### config.mk
export PLATFORM = sky130hd
export DESIGN_NAME = lc3_mem_access
export DESIGN_NICKNAME = d
export VERILOG_FILES = /design/src/rtl/lc3_pkg.sv /design/src/rtl/lc3_mem_timeout.sv /design/src/rtl/lc3_mem_access.sv
export SDC_FILE = /design/constraint.sdc
export NUM_CORES = 1
export LEC_CHECK = 0
export ABC_AREA = 1
export CORE_ASPECT_RATIO = 0.5
export CORE_MARGIN = 10
export CORE_UTILIZATION = 40
export CTS_BUF_LIST = sky130_fd_sc_hd__clkbuf_4 sky130_fd_sc_hd__clkbuf_8 sky130_fd_sc_hd__clkbuf_16
export CTS_CLUSTER_DIAMETER = 150
export DETAILED_ROUTE_END_ITERATION = 6
export HOLD_SLACK_MARGIN = 0.12
export MAX_ROUTING_LAYER = met4
export PLACE_DENSITY = 0.71
export SETUP_SLACK_MARGIN = 0.3
export SYNTH_ARGS = -nofsm -noshare
export SYNTH_HDL_FRONTEND = slang
export SYNTH_SLANG_ARGS = --single-unit
### constraint.sdc
create_clock -name clock -period 3.6 [get_ports clock]
set_input_delay 0.54 -clock clock [delete_from_list [all_inputs] [get_ports clock]]
set_output_delay 0.54 -clock clock [all_outputs]
set_load 0.02 [all_outputs]
### src/rtl/lc3_pkg.sv
// Types and constants shared by the LC-3 pipeline controller and the data-memory access stage.
package lc3_pkg;

  typedef enum logic [1:0] {
    MEM_RD   = 2'd0,
    MEM_IND  = 2'd1,
    MEM_WR   = 2'd2,
    MEM_IDLE = 2'd3
  } mem_cmd_t;

  typedef enum logic [1:0] {
    MACC_IDLE = 2'd0,
    MACC_WAIT = 2'd1,
    MACC_DONE = 2'd2
  } macc_state_t;

  // Value returned to writeback when a load is aborted by timeout.
  localparam logic [15:0] BUS_ERR_DATA = 16'h0000;

endpackage

### src/rtl/lc3_mem_timeout.sv
// Saturating wait-cycle counter; expired is high once the count reaches TIMEOUT_CYCLES-1.
module lc3_mem_timeout #(
  parameter int TIMEOUT_CYCLES = 16
) (
  input  logic clock,
  input  logic reset,
  input  logic clear,
  input  logic enable,
  output logic expired
);

  localparam int CNT_W = (TIMEOUT_CYCLES > 1) ? $clog2(TIMEOUT_CYCLES) : 1;
  localparam logic [CNT_W-1:0] LAST = CNT_W'(TIMEOUT_CYCLES - 1);

  logic [CNT_W-1:0] count;

  // NOTE: sequential state uses non-blocking assignments so every register
  // samples pre-edge values, independent of process ordering.
  always_ff @(posedge clock or posedge reset) begin
    if (reset) begin
      count <= '0;
    end else if (clear) begin
      count <= '0;
    end else if (enable && (count != LAST)) begin
      count <= count + 1'b1;
    end
  end

  assign expired = (count == LAST);

endmodule

### src/rtl/lc3_mem_access.sv
// LC-3 data-memory access stage: req/ack handshake with variable-latency memory,
// indirect pointer holding for LDI/STI, and timeout abort with bus_error.
module lc3_mem_access
  import lc3_pkg::*;
#(
  parameter int TIMEOUT_CYCLES = 16,
  parameter int ADDR_W         = 16,
  parameter int DATA_W         = 16
) (
  input  logic              clock,
  input  logic              reset,
  input  logic [1:0]        mem_state,
  input  logic [ADDR_W-1:0] M_Addr,
  input  logic [DATA_W-1:0] M_Data,
  input  logic [DATA_W-1:0] dmem_rdata,
  input  logic              dmem_ack,
  output logic              dmem_req,
  output logic              dmem_we,
  output logic [ADDR_W-1:0] dmem_addr,
  output logic [DATA_W-1:0] dmem_wdata,
  output logic              complete_data,
  output logic [DATA_W-1:0] memout,
  output logic              bus_error
);

  macc_state_t       state, next_state;
  mem_cmd_t          cmd_in, cmd_q;
  logic [ADDR_W-1:0] ptr_reg;
  logic              ind_pend;
  logic              issue, ack_done, timed_out, expired, use_ptr;

  assign cmd_in  = mem_cmd_t'(mem_state);
  assign use_ptr = ind_pend && ((cmd_in == MEM_RD) || (cmd_in == MEM_WR));

  lc3_mem_timeout #(.TIMEOUT_CYCLES(TIMEOUT_CYCLES)) u_timeout (
    .clock   (clock),
    .reset   (reset),
    .clear   (state != MACC_WAIT),
    .enable  (state == MACC_WAIT),
    .expired (expired)
  );

  always_ff @(posedge clock or posedge reset) begin
    if (reset) state <= MACC_IDLE;
    else       state <= next_state;
  end

  // NOTE: every always_comb output gets a default first so no path leaves
  // it unassigned and a latch is never inferred.
  always_comb begin
    next_state = state;
    issue      = 1'b0;
    ack_done   = 1'b0;
    timed_out  = 1'b0;
    unique case (state)
      MACC_IDLE: begin
        if (cmd_in != MEM_IDLE) begin
          issue      = 1'b1;
          next_state = MACC_WAIT;
        end
      end
      MACC_WAIT: begin
        // An ack in the final allowed cycle still wins over the abort.
        if (dmem_ack) begin
          ack_done   = 1'b1;
          next_state = MACC_DONE;
        end else if (expired) begin
          timed_out  = 1'b1;
          next_state = MACC_DONE;
        end
      end
      MACC_DONE: next_state = MACC_IDLE;
      default:   next_state = MACC_IDLE;
    endcase
  end

  always_ff @(posedge clock or posedge reset) begin
    if (reset) begin
      dmem_req      <= 1'b0;
      dmem_we       <= 1'b0;
      dmem_addr     <= '0;
      dmem_wdata    <= '0;
      complete_data <= 1'b0;
      bus_error     <= 1'b0;
      memout        <= '0;
      ptr_reg       <= '0;
      ind_pend      <= 1'b0;
      cmd_q         <= MEM_IDLE;
    end else begin
      complete_data <= ack_done | timed_out;
      bus_error     <= timed_out;

      if (issue) begin
        dmem_req   <= 1'b1;
        dmem_we    <= (cmd_in == MEM_WR);
        dmem_addr  <= use_ptr ? ptr_reg : M_Addr;
        dmem_wdata <= M_Data;
        cmd_q      <= cmd_in;
      end

      if (ack_done || timed_out) dmem_req <= 1'b0;

      // The command captured at issue decides the result, not the live mem_state.
      if (ack_done) begin
        unique case (cmd_q)
          MEM_IND: begin
            ptr_reg  <= ADDR_W'(dmem_rdata);
            ind_pend <= 1'b1;
          end
          MEM_RD: begin
            memout   <= dmem_rdata;
            ind_pend <= 1'b0;
          end
          default: ind_pend <= 1'b0;
        endcase
      end

      if (timed_out) begin
        ind_pend <= 1'b0;
        memout   <= DATA_W'(BUS_ERR_DATA);
      end

      if ((state == MACC_IDLE) && (cmd_in == MEM_IDLE)) ind_pend <= 1'b0;
    end
  end

endmodule

### Word-level counts from Yosys, hierarchy flattened

Index checks and enable logic that the tools add are counted.

| word-level totals | value |
|---|---|
| bits in latches | 0 |
| bits in read-only memories | 0 |
| register bits after elaboration | 77 |
| input bits | 53 |
| logic and storage cells | 63 |
| memories | 0 |
| bits in writable memories | 0 |

| operators by class | value |
|---|---|
| divide/modulo/power cells | 0 |
| magnitude comparators | 0 |
| reduce and logical (&&, ||, !) cells | 16 |
| add/sub/neg operators | 1 |
| muxes and demuxes | 23 |
| multiply operators | 0 |
| shift-type cells | 0 |
| equality and inequality tests | 10 |
| bitwise gates (word level) | 1 |

Operators by type and width:

| kind | number |
|---|---|
| $mux 16 | 4 |
| $mux 1 | 13 |
| $mux 4 | 2 |
| $reduce_bool 2->1 | 4 |
| $logic_not 2->1 | 3 |
| $mux 2 | 3 |
| $reduce_and 2->1 | 3 |
| $add 4x1->4 const B | 1 |
| $eq 2x1->1 const B | 2 |
| $eq 2x2->1 const B | 2 |
| $eq 4x4->1 const B | 1 |
| $ne 2x2->1 const B | 2 |
| $ne 4x4->1 const B | 1 |
| $pmux 2 s2 | 1 |
| $logic_and 1x1->1 | 3 |
| $ne 3x3->1 const B | 1 |
| $reduce_bool 3->1 | 1 |
| $logic_or 1x1->1 | 2 |
| $ne 2x1->1 const B | 1 |
| $or 1x1->1 | 1 |

### Logic depth before layout (Yosys ltp)

| logic depth | value |
|---|---|
| depth after elaboration | 6 |
| depth in mapped cells | 7 |
| gate-level depth less buffers | 6 |

### By module

Synthesis repeated with hierarchy kept, for this count alone.

| second synthesis, totals | value |
|---|---|
| cell total of the unflattened synthesis | 399 |
| area, all modules | 3,393.3 um^2 |

Modules (own cells, without submodules):

| module | instances | cells each | area an instance (um^2) | seq. area each (um^2) |
|---|---|---|---|---|
| lc3_mem_access | 1 | 369 | 3,164.3 | 1,829.3 |
| lc3_mem_timeout | 1 | 30 | 229.0 | 100.1 |

### Worst setup path after synthesis

Ideal clock, no wire load.

| path | value |
|---|---|
| path kind | input -> register |
| start | in dmem_ack |
| end | reg memout[0] |
| cell stages on the path | 6 |
| setup time | 0.117 ns |
| setup slack | 2.291 ns |
| arrival time | 1.192 ns |
| buffers on the path | 1 |
| path through | inv_1 -> nor2_2 -> nand3_2 -> buf_2 -> nand3_1 -> nand2_1 |

| on the way | value |
|---|---|
| longest elaborated chain between the ends | 4 |
| elaborated cells between the ends (all ways) | 8 |

Ends and longest elaborated chain:

| what | RTL line | RTL |
|---|---|---|
| start: declaration | lc3_mem_access.sv:16 | `input logic dmem_ack,` |
| $mux 1 | lc3_mem_access.sv:64 | `if (dmem_ack) begin` |
| $mux 1 | lc3_mem_access.sv:55 | `unique case (state)` |
| $reduce_bool 2->1 (no line) | -- |  |
| $reduce_and 2->1 (no line) | -- |  |
| end signal: assignment | lc3_mem_access.sv:111 | `memout <= dmem_rdata;` |
| end signal: assignment | lc3_mem_access.sv:120 | `memout <= DATA_W'(BUS_ERR_DATA);` |
| end: declaration | lc3_mem_access.sv:22 | `output logic [DATA_W-1:0] memout,` |

Several ways; a longest one is shown, not always the timed one.
A chain may end at the register's enable or synchronous reset.

### Worst setup path after layout

| path | value |
|---|---|
| start | in mem_state[0] |
| end | reg dmem_addr[8] |

| on the way | value |
|---|---|
| longest elaborated chain between the ends | 4 |
| elaborated cells between the ends (all ways) | 8 |

Ends and longest elaborated chain:

| what | RTL line | RTL |
|---|---|---|
| start: declaration | lc3_mem_access.sv:12 | `input logic [1:0] mem_state,` |
| $eq 2x2->1 / $logic_not 2->1 (equally long branches) | lc3_mem_access.sv:33 | `assign use_ptr = ind_pend && ((cmd_in == MEM_RD) \|\| (cmd_in == MEM_WR));` |
| $logic_or 1x1->1 | lc3_mem_access.sv:33 |  |
| $logic_and 1x1->1 | lc3_mem_access.sv:33 |  |
| $mux 16 | lc3_mem_access.sv:96 | `dmem_addr <= use_ptr ? ptr_reg : M_Addr;` |
| end signal: assignment | lc3_mem_access.sv:96 |  |
| end: declaration | lc3_mem_access.sv:19 | `output logic [ADDR_W-1:0] dmem_addr,` |

Several ways; a longest one is shown, not always the timed one.

==> impl_metrics.toml <==
[run_status]
status = "finished, final reports clean"

[critical_path]
crit_required_ns = 3.81
crit_path_end_kind = "flop"
critPathBufInv = 1
crit_family = "simple AND/OR/NAND/NOR gates"
cp_max_fo = 30
cp_data_arrival_time_ns = 2.21
cp_slowest_stage_delay_ns = 0.80
r2r-start = "ind_pend"
worstPathCellList = "clkdlybuf4s50_1, nor2_2, nand2_1, o211ai_1, nand2_1"
start_kind = "input port"
r2r-end = "dmem_addr[8]"
worstSetupPathType = "in -> reg"
crit_top_cell = "nand2_1"
reg2reg_depth = 5
reg2reg_slack_ns = 1.95
crit_slowest_cell = "nor2_2"

[grt]
overflow = 0
grt_max_degree = 40
antenna_found_initial = 0
grt_pass1_vias = 2752
grtUsageTotal_pct = 15.2
grt_pass1_wl_mm = 14.9

[timing]
setup_tns_ns = 0
fin_crit_sh_pct = 55.4
maxSlewViolCount = 0
setup_viol = 0
hold_violations = 0
slew_headroom_pct = 34.1
worst_slew_pin_slew_ns = 0.987
rsz0062_at_grt = "no"
post-route-min-period_ns = 1.99
fmax_ghz = 0.501
clock_skew_ns = 0.00815

[route]
routedWlPerCell_um = 15.7
ant_nets = 0
drtPass1Iterations = 4
drtIter0Drc = 177
vias_per_cell = 4.68
drc = 0
totalWireLength_mm = 9.09
vias = 2703

[cells_and_area]
antenna_cells = 0
synthToLayoutAreaGrowth_pct = 43.2
stdcell_area_mm2 = 0.00471
most-common-layout-cells = "nand2_1 (149), clkdlybuf4s50_1 (104), dfrtp_1 (75)"
final_common_cell = "nand2_1"
layout-drive-gt1-share_pct = 10.7
nets = 515

[clock_tree]
cts.sink_count = 77
cts_htree_levels = 3
cts_buffers = 9
cts_setup_buffers = 0
clk_path_buf_depth = 2
clkLatencyLatePin_ns = 0.34
hold_buffers = 0
cts-root-buf = "clkbuf_16"
clk_pin_slew_ns = 0.06
postCtsResizedCells = 0
cts_tree = "yes"

[placement]
portBuffers = 104
routabilityCongestion = 0.817
dp_hpwl_mm = 6.61
postPlaceCellArea_mm2 = 0.00439

[synth]
ys_warn_count = 0
synth_area_per_cell_um2 = 9.18
synthCells = 358
netlist_area_mm2 = 0.00329
synth_seq_cells = 77
ys_types = 22
seq_area_frac_synth_pct = 58.7
synth_fp_nets = 412

[floorplan]
die-area_mm2 = 0.0125
die_h_um = 84.1
initial_core_util_pct = 41.1
row_count = 23
coreArea_mm2 = 0.00800
die_w_um = 148
io_pins = 105

[pwr]
p_leak_nw = 2.24
finalPower_mw = 4.30
powerDensity_mw_per_mm2 = 913
ir_drop_v = 0.000324

[min_path]
worstHoldEndpoint = "dmem_wdata[9]"
hold_class = "reg -> reg"
whs_path_depth = 2
hold_start = "dmem_wdata[9]"

[job]
drv_cap = 0
==> cell families (layout without fill, tap and decap cells) <==
| family | Yosys count | after routing | synth area share (%) |
|---|---|---|---|
| buffers and inverters | 47 | 155 | 7.00 |
| AND/OR/NAND/NOR | 189 | 189 | 24.5 |
| AO/OA/AOI/OAI | 44 | 44 | 9.40 |
| adder cells (fa/ha/maj) | 1 | 1 | 0.380 |
| flip-flops | 77 | 77 | 58.7 |
==> stage by stage <==
| step | hold slack, ns | std cells | utilization [%] | setup slack [ns] |
|---|---|---|---|---|
| after floorplan | 0.454 | 358 | - | 1.10 |
| after global placement | 0.461 | 562 | 54.9 | 1.34 |
| after detailed placement | 0.465 | 562 | 54.9 | 1.28 |
| after CTS | 0.479 | 578 | 58.9 | 1.62 |
| after global routing | 0.497 | 578 | 58.9 | 1.43 |
| final | 0.473 | 578 | 58.9 | 1.61 |
==> routing by layer <==
layer	share of wire, %	vias to the layer above	track usage, %
li1	-	1344	-
met1	46	1282	18.8
met2	48	62	23.4
met3	4.6	15	4.33
met4	1.5	0	4.83
met5	0	-	-
==> power breakdown <==
| group | switching, mW | leakage, nW | internal (mW) | total [mW] |
|---|---|---|---|---|
| combinational | 1.06 | 1.14 | 0.795 | 1.86 |
| sequential | 0.206 | 0.952 | 1.28 | 1.48 |
| clock | 0.351 | 0.148 | 0.613 | 0.964 |
| total | 1.62 | 2.24 | 2.68 | 4.30 |
==> how the worst max path moves through the flow <==
stage / cells past startpoint / from / endpoint
after floorplan: 1 / reset / bus_error
after global placement: 5 / mem_state[0] / dmem_addr[12]
after detailed placement: 5 / mem_state[0] / dmem_addr[12]
after CTS: 5 / mem_state[0] / dmem_addr[12]
after global routing: 5 / mem_state[0] / dmem_addr[8]
final: 5 / mem_state[0] / dmem_addr[8]
==> worst min-delay path: cells and delay by family (launching register included) <==
family / cells / cell delay, ns
AND/OR/NAND/NOR: 2 / 0.10
flip-flops: 1 / 0.34
==> Yosys cell counts <==
library cell  instances  area share (%)
dfrtp_1              75              57
nor2_4                1            0.34
nand3_1              27             4.1
nand3_2               1            0.30
buf_4                 4            0.91
inv_2                 4            0.46
ha_1                  1            0.38
nor2_1                4            0.46
nand2_1             149              17
inv_1                27             3.1
nor2_8                2             1.2
o211ai_1             16             3.7
a21oi_1               4            0.61
dfstp_2               2             1.6
o21ai_2              13             3.5
nand2_2               2            0.38
nor2_2                2            0.38
o21ai_0              11             1.7
buf_2                 7             1.1
nand2_4               1            0.34
buf_6                 4             1.4
clkbuf_1              1            0.11
==> layout make-up <==
class                      instances  area (um^2)
fill                             742         3290
multi-input combinational        234         1130
clock buffer                      10          233
tap                              112          140
clock inverter                     6         87.6
timing repair buffer             108         1070
sequential                        77         1930
inverter                          31          118
Power figures use the tool's default switching activity.
